File: src/rtl/wb_queue.sv
// Write-back queue: in-order FIFO of pending regfile writes
// with one retire per cycle and a combinational forwarding lookup.
module wb_queue #(
    parameter int DEPTH  = 4,
    parameter int DATA_W = 32,
    parameter int ADDR_W = 5
) (
    input  logic                       clk,
    input  logic                       rst,
    input  logic                       mem_we_i,
    input  logic [ADDR_W-1:0]          mem_addr_i,
    input  logic [DATA_W-1:0]          mem_data_i,
    input  logic                       ex_we_i,
    input  logic [ADDR_W-1:0]          ex_addr_i,
    input  logic [DATA_W-1:0]          ex_data_i,
    output logic                       full_o,
    output logic                       reg_we_o,
    output logic [ADDR_W-1:0]          reg_waddr_o,
    output logic [DATA_W-1:0]          reg_wdata_o,
    input  logic [ADDR_W-1:0]          look_addr_i,
    output logic                       look_hit_o,
    output logic [DATA_W-1:0]          look_data_o,
    output logic [$clog2(DEPTH+1)-1:0] count_o,
    output logic                       err_o
);
    localparam int PW = $clog2(DEPTH);
    localparam int CW = $clog2(DEPTH + 1);

    logic [ADDR_W-1:0] q_addr [DEPTH];
    logic [DATA_W-1:0] q_data [DEPTH];
    logic [DEPTH-1:0]  valid;
    logic [PW-1:0]     rd_ptr;
    logic [PW-1:0]     wr_ptr;
    logic [CW-1:0]     count;

    logic              pop;
    logic              mem_req;
    logic              ex_req;
    logic              mem_acc;
    logic              ex_acc;
    logic              ovf;
    logic [PW-1:0]     ex_slot;
    logic [1:0]        n_push;
    logic [CW-1:0]     count_next;
    int                free;

    // Push admission: free space counts the same-edge pop; EX drops first.
    always_comb begin
        pop        = (count != '0);
        mem_req    = mem_we_i && (mem_addr_i != '0);
        ex_req     = ex_we_i && (ex_addr_i != '0);
        free       = DEPTH - int'(count) + int'(pop);
        mem_acc    = mem_req && (free >= 1);
        ex_acc     = ex_req && (free >= (mem_acc ? 2 : 1));
        ovf        = (mem_req && !mem_acc) || (ex_req && !ex_acc);
        n_push     = 2'(mem_acc) + 2'(ex_acc);
        ex_slot    = mem_acc ? wr_ptr + PW'(1) : wr_ptr;
        count_next = CW'(int'(count) - int'(pop) + int'(n_push));
    end

    // Pointers, occupancy, valid bits, sticky error and retire register.
    always_ff @(posedge clk or posedge rst) begin
        if (rst) begin
            rd_ptr      <= '0;
            wr_ptr      <= '0;
            count       <= '0;
            valid       <= '0;
            err_o       <= 1'b0;
            reg_we_o    <= 1'b0;
            reg_waddr_o <= '0;
            reg_wdata_o <= '0;
        end else begin
            count  <= count_next;
            wr_ptr <= wr_ptr + PW'(n_push);
            if (ovf)
                err_o <= 1'b1;
            reg_we_o <= pop;
            if (pop) begin
                reg_waddr_o   <= q_addr[rd_ptr];
                reg_wdata_o   <= q_data[rd_ptr];
                rd_ptr        <= rd_ptr + PW'(1);
                valid[rd_ptr] <= 1'b0;
            end
            if (mem_acc)
                valid[wr_ptr] <= 1'b1;
            if (ex_acc)
                valid[ex_slot] <= 1'b1;
        end
    end

    // Entry payload storage; validity is tracked separately.
    always_ff @(posedge clk) begin
        if (mem_acc) begin
            q_addr[wr_ptr] <= mem_addr_i;
            q_data[wr_ptr] <= mem_data_i;
        end
        if (ex_acc) begin
            q_addr[ex_slot] <= ex_addr_i;
            q_data[ex_slot] <= ex_data_i;
        end
    end

    // Forwarding lookup: scan oldest to youngest so the youngest match wins.
    always_comb begin
        logic [PW-1:0] idx;
        idx         = '0;
        look_hit_o  = 1'b0;
        look_data_o = '0;
        if (reg_we_o && (reg_waddr_o == look_addr_i)) begin
            look_hit_o  = 1'b1;
            look_data_o = reg_wdata_o;
        end
        for (int i = 0; i < DEPTH; i++) begin
            idx = rd_ptr + PW'(i);
            if (valid[idx] && (q_addr[idx] == look_addr_i)) begin
                look_hit_o  = 1'b1;
                look_data_o = q_data[idx];
            end
        end
        if (look_addr_i == '0) begin
            look_hit_o  = 1'b0;
            look_data_o = '0;
        end
    end

    assign count_o = count;
    assign full_o  = (count > CW'(DEPTH - 2));

endmodule

File: config.mk
export PLATFORM = sky130hd
export DESIGN_NAME = wb_queue
export DESIGN_NICKNAME = d
export VERILOG_FILES = /design/src/rtl/wb_queue.sv
export SDC_FILE = /design/constraint.sdc
export NUM_CORES = 1
export LEC_CHECK = 0
export ABC_CLOCK_PERIOD_IN_PS = 6200
export CORE_MARGIN = 8
export CORE_UTILIZATION = 58
export DETAILED_ROUTE_END_ITERATION = 16
export PLACE_DENSITY_LB_ADDON = 0.3
export SLEW_MARGIN = 20
export SYNTH_ARGS = -nofsm -noshare
export SYNTH_HDL_FRONTEND = slang
export SYNTH_SLANG_ARGS = --single-unit
File: constraint.sdc
create_clock -name clk -period 6.2 [get_ports clk]
set_input_delay 1.55 -clock clk [delete_from_list [all_inputs] [get_ports clk]]
set_output_delay 1.55 -clock clk [all_outputs]
set_load 0.02 [all_outputs]
## Yosys cells after proc, flatten, opt, wreduce, memory -nomap -nowiden

Memories as Yosys holds them, arrays and structs flattened.
Index checks and enable logic that the tools add are counted.

| cells by class | value |
|---|---|
| reductions and logical operators | 21 |
| multiplexer cells | 35 |
| shift-type cells | 0 |
| div/mod/pow operators | 0 |
| $add $sub $neg | 10 |
| magnitude comparators | 12 |
| multiply operators | 0 |
| bitwise operators | 4 |
| equality and inequality tests | 5 |

Operators by type and width:

| cell | number |
|---|---|
| $mux 32 | 6 |
| $eq 5x5->1 | 5 |
| $lt 2x3->1 const B | 6 |
| $mux 1 | 17 |
| $logic_and 1x1->1 | 14 |
| $mux 4 | 3 |
| $reduce_bool 5->1 | 2 |
| $bmux 1 s2 | 4 |
| $or 4x4->4 | 2 |
| $demux 1 s2 | 3 |
| $ge 2x1->1 const B | 3 |
| $add 4x2->5 | 1 |
| $ge 5x2->1 const B | 1 |
| $ge 5x3->1 | 1 |
| $logic_not 5->1 | 1 |
| $add 2x1->2 const B | 2 |
| $add 2x2->2 const B | 2 |
| $and 4x4->4 | 1 |
| $mux 2 | 2 |
| $not 4->4 | 1 |
| $sub 3x3->4 const A | 1 |
| $add 3x3->3 | 1 |
| $gt 3x2->1 const B | 1 |
| $reduce_bool 3->1 | 1 |
| 5 further kinds | 6 |

| word-level totals | value |
|---|---|
| input bits | 83 |
| memories | 2 |
| memory bits (writable) | 148 |
| bits in latches | 0 |
| register bits after elaboration | 50 |
| output and inout bits | 76 |
| bits in read-only memories | 0 |
| logic and storage cells | 97 |

Memory list:

| memory | depth | bits a word | rd ports | clocked after Yosys merged registers in | wr ports | RTL line | source |
|---|---|---|---|---|---|---|---|
| q_data | 4 | 32 | 4 | 0 | 2 | 30 | `logic [DATA_W-1:0] q_data [DEPTH];` |
| q_addr | 4 | 5 | 4 | 0 | 2 | 29 | `logic [ADDR_W-1:0] q_addr [DEPTH];` |

## Logic depth before layout (Yosys ltp)

Gate-level depths: netlist of the first run.

| logic depth | value |
|---|---|
| depth in word-level cells | 11 |
| depth in mapped cells | 22 |
| gate-level depth less buffers | 20 |

## Least setup slack after synthesis of the first run

No wires, ideal clock.

| timing | value |
|---|---|
| kind | input to output |
| from | input port look_addr_i[1] |
| to | output port look_data_o[25] |
| required time | 4.650 ns |
| cell stages on the path | 9 |
| setup slack | 1.089 ns |
| arrival time | 3.561 ns |
| path through | clkbuf_1 > xor2_1 > nor4_1 > and3_1 > clkbuf_1 > clkbuf_1 > nand3_1 > a21o_1 > a211oi_2 |

| on the way | value |
|---|---|
| longest elaborated chain between the ends | 8 |
| elaborated cells on any way between the ends | 17 |
| those cells by class | eq/ne: 5; mux: 6; reduce/logical: 6 |

Ends and longest elaborated chain:

| element | RTL line | source |
|---|---|---|
| from (decl) | 20 | `input logic [ADDR_W-1:0] look_addr_i,` |
| $eq 5x5->1 | 109 | `if (reg_we_o && (reg_waddr_o == look_addr_i)) begin` |
| $logic_and 1x1->1 | 109 |  |
| $mux 32 | 109 |  |
| $mux 32 (4 in series) | 115 | `if (valid[idx] && (q_addr[idx] == look_addr_i)) begin` |
| $mux 32 * | 120 | `if (look_addr_i == '0) begin` |
| to (decl) | 22 | `output logic [DATA_W-1:0] look_data_o,` |

Every way passes the cells marked *; elsewhere a longest branch is shown, timed or not.

## Worst setup path in the final report of the first run

| timing | value |
|---|---|
| from | input port look_addr_i[1] |
| to | output port look_data_o[13] |

The elaborated chain is that of the path after synthesis.

==> metrics.txt, run 1 <==
HP Class=flip-flop to flip-flop; syn nets=between 1,000 and 1,500; chip height=approximately 170 um; total global-route track usage=24.6%; Buffers on Ports=between 150 and 200; Fill cells=approximately 1,700; final clock skew=approximately 12 ps; largest net degree at the start of global routing=81; CP Data Arrival Time=around 4500 ps; Clock Path Buffers=2; main flop type after synthesis=edfxtp_1; most common cell after layout, fill and taps aside=clkdlybuf4s50_1; DRT iter0 DRCs=850; synth unique cells=54; most frequent cells in the layout=clkdlybuf4s50_1 (157), edfxtp_1 (148), mux4_2 (138); final hold violations=0; initial antenna violation count=3; DRT Pass-1 Iters=5; GP Congestion=0.898; Least-Margin Pin Slew=between 900 and 1000 ps; register area=roughly 5700 um2; worst skew pair latency=440 ps; grt total ovfl=0; Mapped Area=~14,000 um2; switching power=roughly 4100 uW; Initial Util=59.1%; Final min period=around 6000 ps; power share of the clock group=between 10% and 20%; I/O Pins=159; startpoint class of the critical path=input pin; Routed WL per cell=between 20 and 25 um; RSZ-0062 raised after global routing=false; Hold Crit Depth=2; Max-Cap Viols=0; CP Capture Type=output port; Clock Sinks=198; max_slew headroom=between 30 and 40%; Vias=slightly above 10,000; vias per cell=between 6 and 7; Worst Hold End=err_o; Nets=~1,300; R2R setup slack=roughly 1500 ps; layout cells sized above 1=around a third; fin area=about 17,000 um2; pwr dens=a little under 600 nW/um2; core area=24,400 um2; max frequency=roughly 0.17 GHz; Internal=6030 uW; Max VDD drop=roughly 0.3 mV; die width=174 um; Seq pwr share=27.6%; Worst Path Max Fanout=23; H-tree depth=4; DRC errors left=0; Routed Antenna Nets=0; FF-to-FF End=count_o[2]; HP Start=err_o; status=complete, no violations; DP HPWL=between 20,000 and 30,000 um; Multi-input gate area=roughly 8200 um2; row count=57; Die Footprint=between 30,000 and 40,000 um2; Synth async-reset ratio=~25%; TNS Setup=0 ps; vias in the first global route=approximately 10,000; Syn Inst Count=1,033; Yosys warning count=0; Final setup viols=0; Seq cells post-synth=between 150 and 200; Root Buffer=clkbuf_16; Syn-to-layout area delta=18.8%; CP Data Required Time=4650 ps; WS Path Type=input pin to output port; n_diodes=0; DP Area=~17,000 um2; Post-synth EDFFs=roughly 150; CTS buffer count=17; r2r startpoint=count_o[1]; Net Sw Frac=approximately two fifths; Worst-path clk slew=70 ps; first-pass GRT wire length=about 60,000 um; combinational share of power=slightly above 60%; Leak Pwr=about 0.0058 uW; Slew Limit Fails=0; Avg Cell Area, Syn=~14 um2; TritonCTS clock tree=built; DRT Wirelength=37,400 um; final worst-path cycle share=97.5%; CTS Hold Bufs=0; sequential fraction of the synthesis area=~40%; worst-case reg-to-reg path depth=20
-- stage by stage --
stage	utilization [%]	std cells	total power (uW)	setup slack (ps)	hold WS, ps
after global placement	67.8	1473	8880	80.4	466
after CTS	70.1	1505	10200	73.5	486
after floorplan	-	1033	7160	1090	499
after global routing	70.2	1506	10700	43.3	515
after detailed placement	67.8	1473	9040	104	475
final	70.2	1506	10200	154	491
-- power groups by stage --
stage	registers (uW)	clock network, uW	logic (uW)
after floorplan	2770	0	4390
after global placement	2750	0	6130
after detailed placement	2810	0	6230
after CTS	2790	1120	6280
after global routing	2870	1160	6670
final	2800	1110	6260
-- cell type report --
cell class	instances	share of cell area, %
multi-input combinational	721	47.8
sequential	198	33.3
timing repair buffer	210	12.7
clock buffer	18	2.51
tap	324	2.37
clock inverter	14	0.847
inverter	21	0.460
-- cells by family (layout without fill, tap and decap cells) --
family                     count (synthesis)  count (layout)  synth area share (%)
buffers and inverters                    114             263                  4.24
and+or+nand+nor                          151             151                  5.08
AOI/OAI and AO/OA                        166             166                  9.34
muxes                                    350             350                  37.9
DFF                                      198             198                  39.5
xor gates and xnor gates                  32              32                  1.94
adders and majority gates                 22              22                  1.96
-- sequential cells by signal (all words and copies together), names as in the netlist --
| signal | count |
|---|---|
| err_o | 1 |
| count_o | 3 |
| q_addr | 20 |
| reg_waddr_o | 5 |
| q_data | 128 |
| valid | 4 |
| reg_we_o | 1 |
| wr_ptr | 2 |
| reg_wdata_o | 32 |
| rd_ptr | 2 |
-- worst max path at each step --
stage,startpoint,cells past startpoint,endpoint
3_3_place_gp,look_addr_i[2],10,look_data_o[18]
2_1_floorplan,look_addr_i[1],9,look_data_o[25]
4_1_cts,look_addr_i[2],10,look_data_o[18]
5_1_grt,look_addr_i[0],10,look_data_o[17]
6_report,look_addr_i[1],11,look_data_o[13]
3_5_place_dp,look_addr_i[2],10,look_data_o[18]
-- worst max-delay path: stages --
cell and delay (ps):
clkdlybuf4s50_1 450, buf_12 170, xnor2_1 160, nor4_1 250, o211ai_1 160, a311oi_4 340, buf_12 230, buf_12 170
a21oi_2 60, a211oi_2 280, clkdlybuf4s50_1 660
-- cell usage after synthesis (25+ instances only) --
library cell | number | area (um2)
nand3_1 | 34 | 170
edfxtp_1 | 148 | 4440
a21oi_2 | 27 | 236
nor3_1 | 31 | 155
clkbuf_1 | 25 | 93.8
a21o_1 | 36 | 270
buf_2 | 42 | 210
mux4_2 | 138 | 3110
a211oi_2 | 33 | 413
mux2_1 | 81 | 912
o21ai_0 | 38 | 190
mux2_2 | 107 | 1200
nand2_1 | 48 | 180
dfrtp_1 | 50 | 1250
-- metal layers --
| metal | global-route usage (%) | vias up | routed length [um] |
|---|---|---|---|
| met1 | 29.7 | 5149 | 14400 |
| met3 | 4.57 | 79 | 2410 |
| met4 | 10.1 | 6 | 1120 |
| li1 | - | 4410 | - |
| met2 | 42.8 | 474 | 19400 |
| met5 | 0 | - | 38 |
-- timing repair --
item,CTS,global route
buffers inserted,0,1
resized for setup,0,2
endpoints found under the setup margin,0,18
No activity file was read; power rests on OpenSTA's default activity.
==> inputs of run 2 (changes only) <==
- ABC_CLOCK_PERIOD_IN_PS: 6200 -> 7330
- CORE_UTILIZATION: 58 -> 63
- clock period: 6.2 -> 7.33 ns (I/O delays scaled with it)
==> run 2 against run 1 <==
Hold slack improved by 12 ps. Clock power decreased by 8%. Global-route usage rose by 2.5 points. Sequential power decreased by 15%. First-iteration DRC count up 2.1%. Die area decreased by 7.2%. Setup slack better by 170 ps.
==> metrics.txt, run 2 (synthesized netlist as in run 1, its figures left out) <==
DP HPWL=~25,000 um; cells along the critical path=clkdlybuf4s50_1 > xnor2_1 > a2111oi_2 > o211ai_1 > a311oi_4 > buf_12 > a21oi_1 > a211oi_2 > clkdlybuf4s50_1; postcts setup bufs=0; DP Area=around 16,000 um2; vias per cell=7.07; crit-path max cell delay=between 700 and 800 ps; max frequency=around 0.14 GHz; Max-Cap Viols=0; pwr dens=508 nW/um2; Top Layer Used=met5; M1 WL=14,300 um; die width=167 um; GP Congestion=0.853; core area=22,600 um2; Hold WS=504 ps; largest net degree at the start of global routing=67; n_diodes=0; Fill cells=about 1,400; Final setup viols=0; post-cts gate resize count=0; Worst-path clk slew=roughly 80 ps; Internal=approximately 5100 uW; Syn-to-layout area delta=17.0%; vias in the first global route=about 11,000; HP Class=flip-flop to flip-flop; Largest Register=q_data; Net Sw Frac=slightly above 40%; worst skew pair latency=450 ps; most frequent cells in the layout=clkdlybuf4s50_1 (158), edfxtp_1 (148), mux4_2 (138); layout cells sized above 1=33.5%; DRT iter0 DRCs=between 800 and 900; power share of the clock group=a little under an eighth; chip height=roughly 170 um; WS Path Type=input pin to output port; delay-heaviest family, CP=buffers and inverters; Root Buffer=clkbuf_16; Leak Pwr=0.00572 uW; CP Data Arrival Time=5170 ps; CP Capture Type=output port; grt total ovfl=0; combinational share of power=between 60% and 70%; Max VDD drop=~0.32 mV; final instance count without filler cells=around 1,400; fin area=16,900 um2; CTS Hold Bufs=0; I/O Pins=about 160; CTS buffer count=17; final clock skew=approximately 14 ps; Worst Path Max Fanout=45; TritonCTS clock tree=built; met3 wire length=slightly below 3000 um; final hold violations=0; Routed WL per cell=roughly 26 um; initial antenna violation count=1; Nets=1,254; final worst-path cycle share=between 90% and 100%; Buffers on Ports=158; slowest cell on the critical path=clkdlybuf4s50_1; Initial Util=63.9%; DRT Wirelength=37,700 um; # placed instances=between 1,000 and 1,500; most common cell after layout, fill and taps aside=clkdlybuf4s50_1; Routed Antenna Nets=0; startpoint class of the critical path=input pin; Worst Path Buf+Inv=3; first-pass GRT wire length=60,000 um; RSZ-0062 raised after global routing=false; max_slew headroom=32.5%; Die Footprint=~28,000 um2; Least-Margin Pin Slew=1010 ps; top flop regs=q_data (128), reg_wdata_o (32), q_addr (20); CP Data Required Time=between 5000 and 6000 ps; cell mode on critical path=clkdlybuf4s50_1; switching power=between 3000 and 4000 uW; H-tree depth=4; max reg flops=~130; row count=55; Seq pwr share=~28%; DRC errors left=0; Slew Limit Fails=0; Vias=approximately 10,000; Met2 Wirelength=roughly 19,000 um; TNS Setup=0 ps; Final min period=roughly 7000 ps; total global-route track usage=27.1%; Clock Path Buffers=2; Clock Sinks=between 150 and 200; DRT Pass-1 Iters=5; status=complete, no violations
[run 2: cell count changes in the layout (fill, tap and decap cells not counted), moves of 2 or more]
cell and delta:
inv_8 -2, clkinvlp_4 -2, buf_4 -10, buf_12 -9, clkbuf_8 +4, bufinv_16 +2
[run 2: final timing paths]
check	slack [ps]	depth (start not counted)	startpoint	to
hold reg to reg	500	2	err_o	err_o
min in group asynchronous	1910	3	rst	reg_wdata_o[4]
setup / recovery	330	9	look_addr_i[0]	look_data_o[24]
hold / removal	500	2	err_o	err_o
setup reg to reg	2190	15	count_o[1]	q_data[2][7]
max in group asynchronous	4830	3	rst	rd_ptr[1]
[run 2: stage by stage]
step	power, uW	worst slack, ps	util, %
after floorplan	6050	1650	-
after global placement	7410	395	71.9
after detailed placement	7560	368	71.9
after CTS	8580	343	74.7
after global routing	9000	183	74.7
final	8570	325	74.7
[run 2: power groups by stage]
stage	clock network, uW	registers, uW	logic [uW]
final	1020	2390	5170
after global routing	1060	2450	5490
after CTS	1020	2370	5200
after detailed placement	0	2390	5170
after global placement	0	2330	5080
after floorplan	0	2340	3710
[run 2: cell type report]
class                           instances  area (um2)  area share (%)
Clock buffer                           23         488            2.89
Tap cell                              285         357            2.12
Multi-Input combinational cell        721        8180            48.5
Timing Repair Buffer                  190        1910            11.3
Inverter                               21        78.8           0.468
Sequential cell                       198        5700            33.8
Clock inverter                          9         139           0.824
[run 2: metal layers]
| metal | vias up | track usage (%) |
|---|---|---|
| met5 | - | 0 |
| met4 | 2 | 10.8 |
| met3 | 86 | 5.22 |
| met2 | 554 | 46.7 |
| met1 | 5208 | 33.3 |
| li1 | 4382 | - |
[run 2: worst min-delay path: stages (launching register included)]
cell	delay (ps)
dfrtp_1	350
nor2_1	50
o21ai_0	70
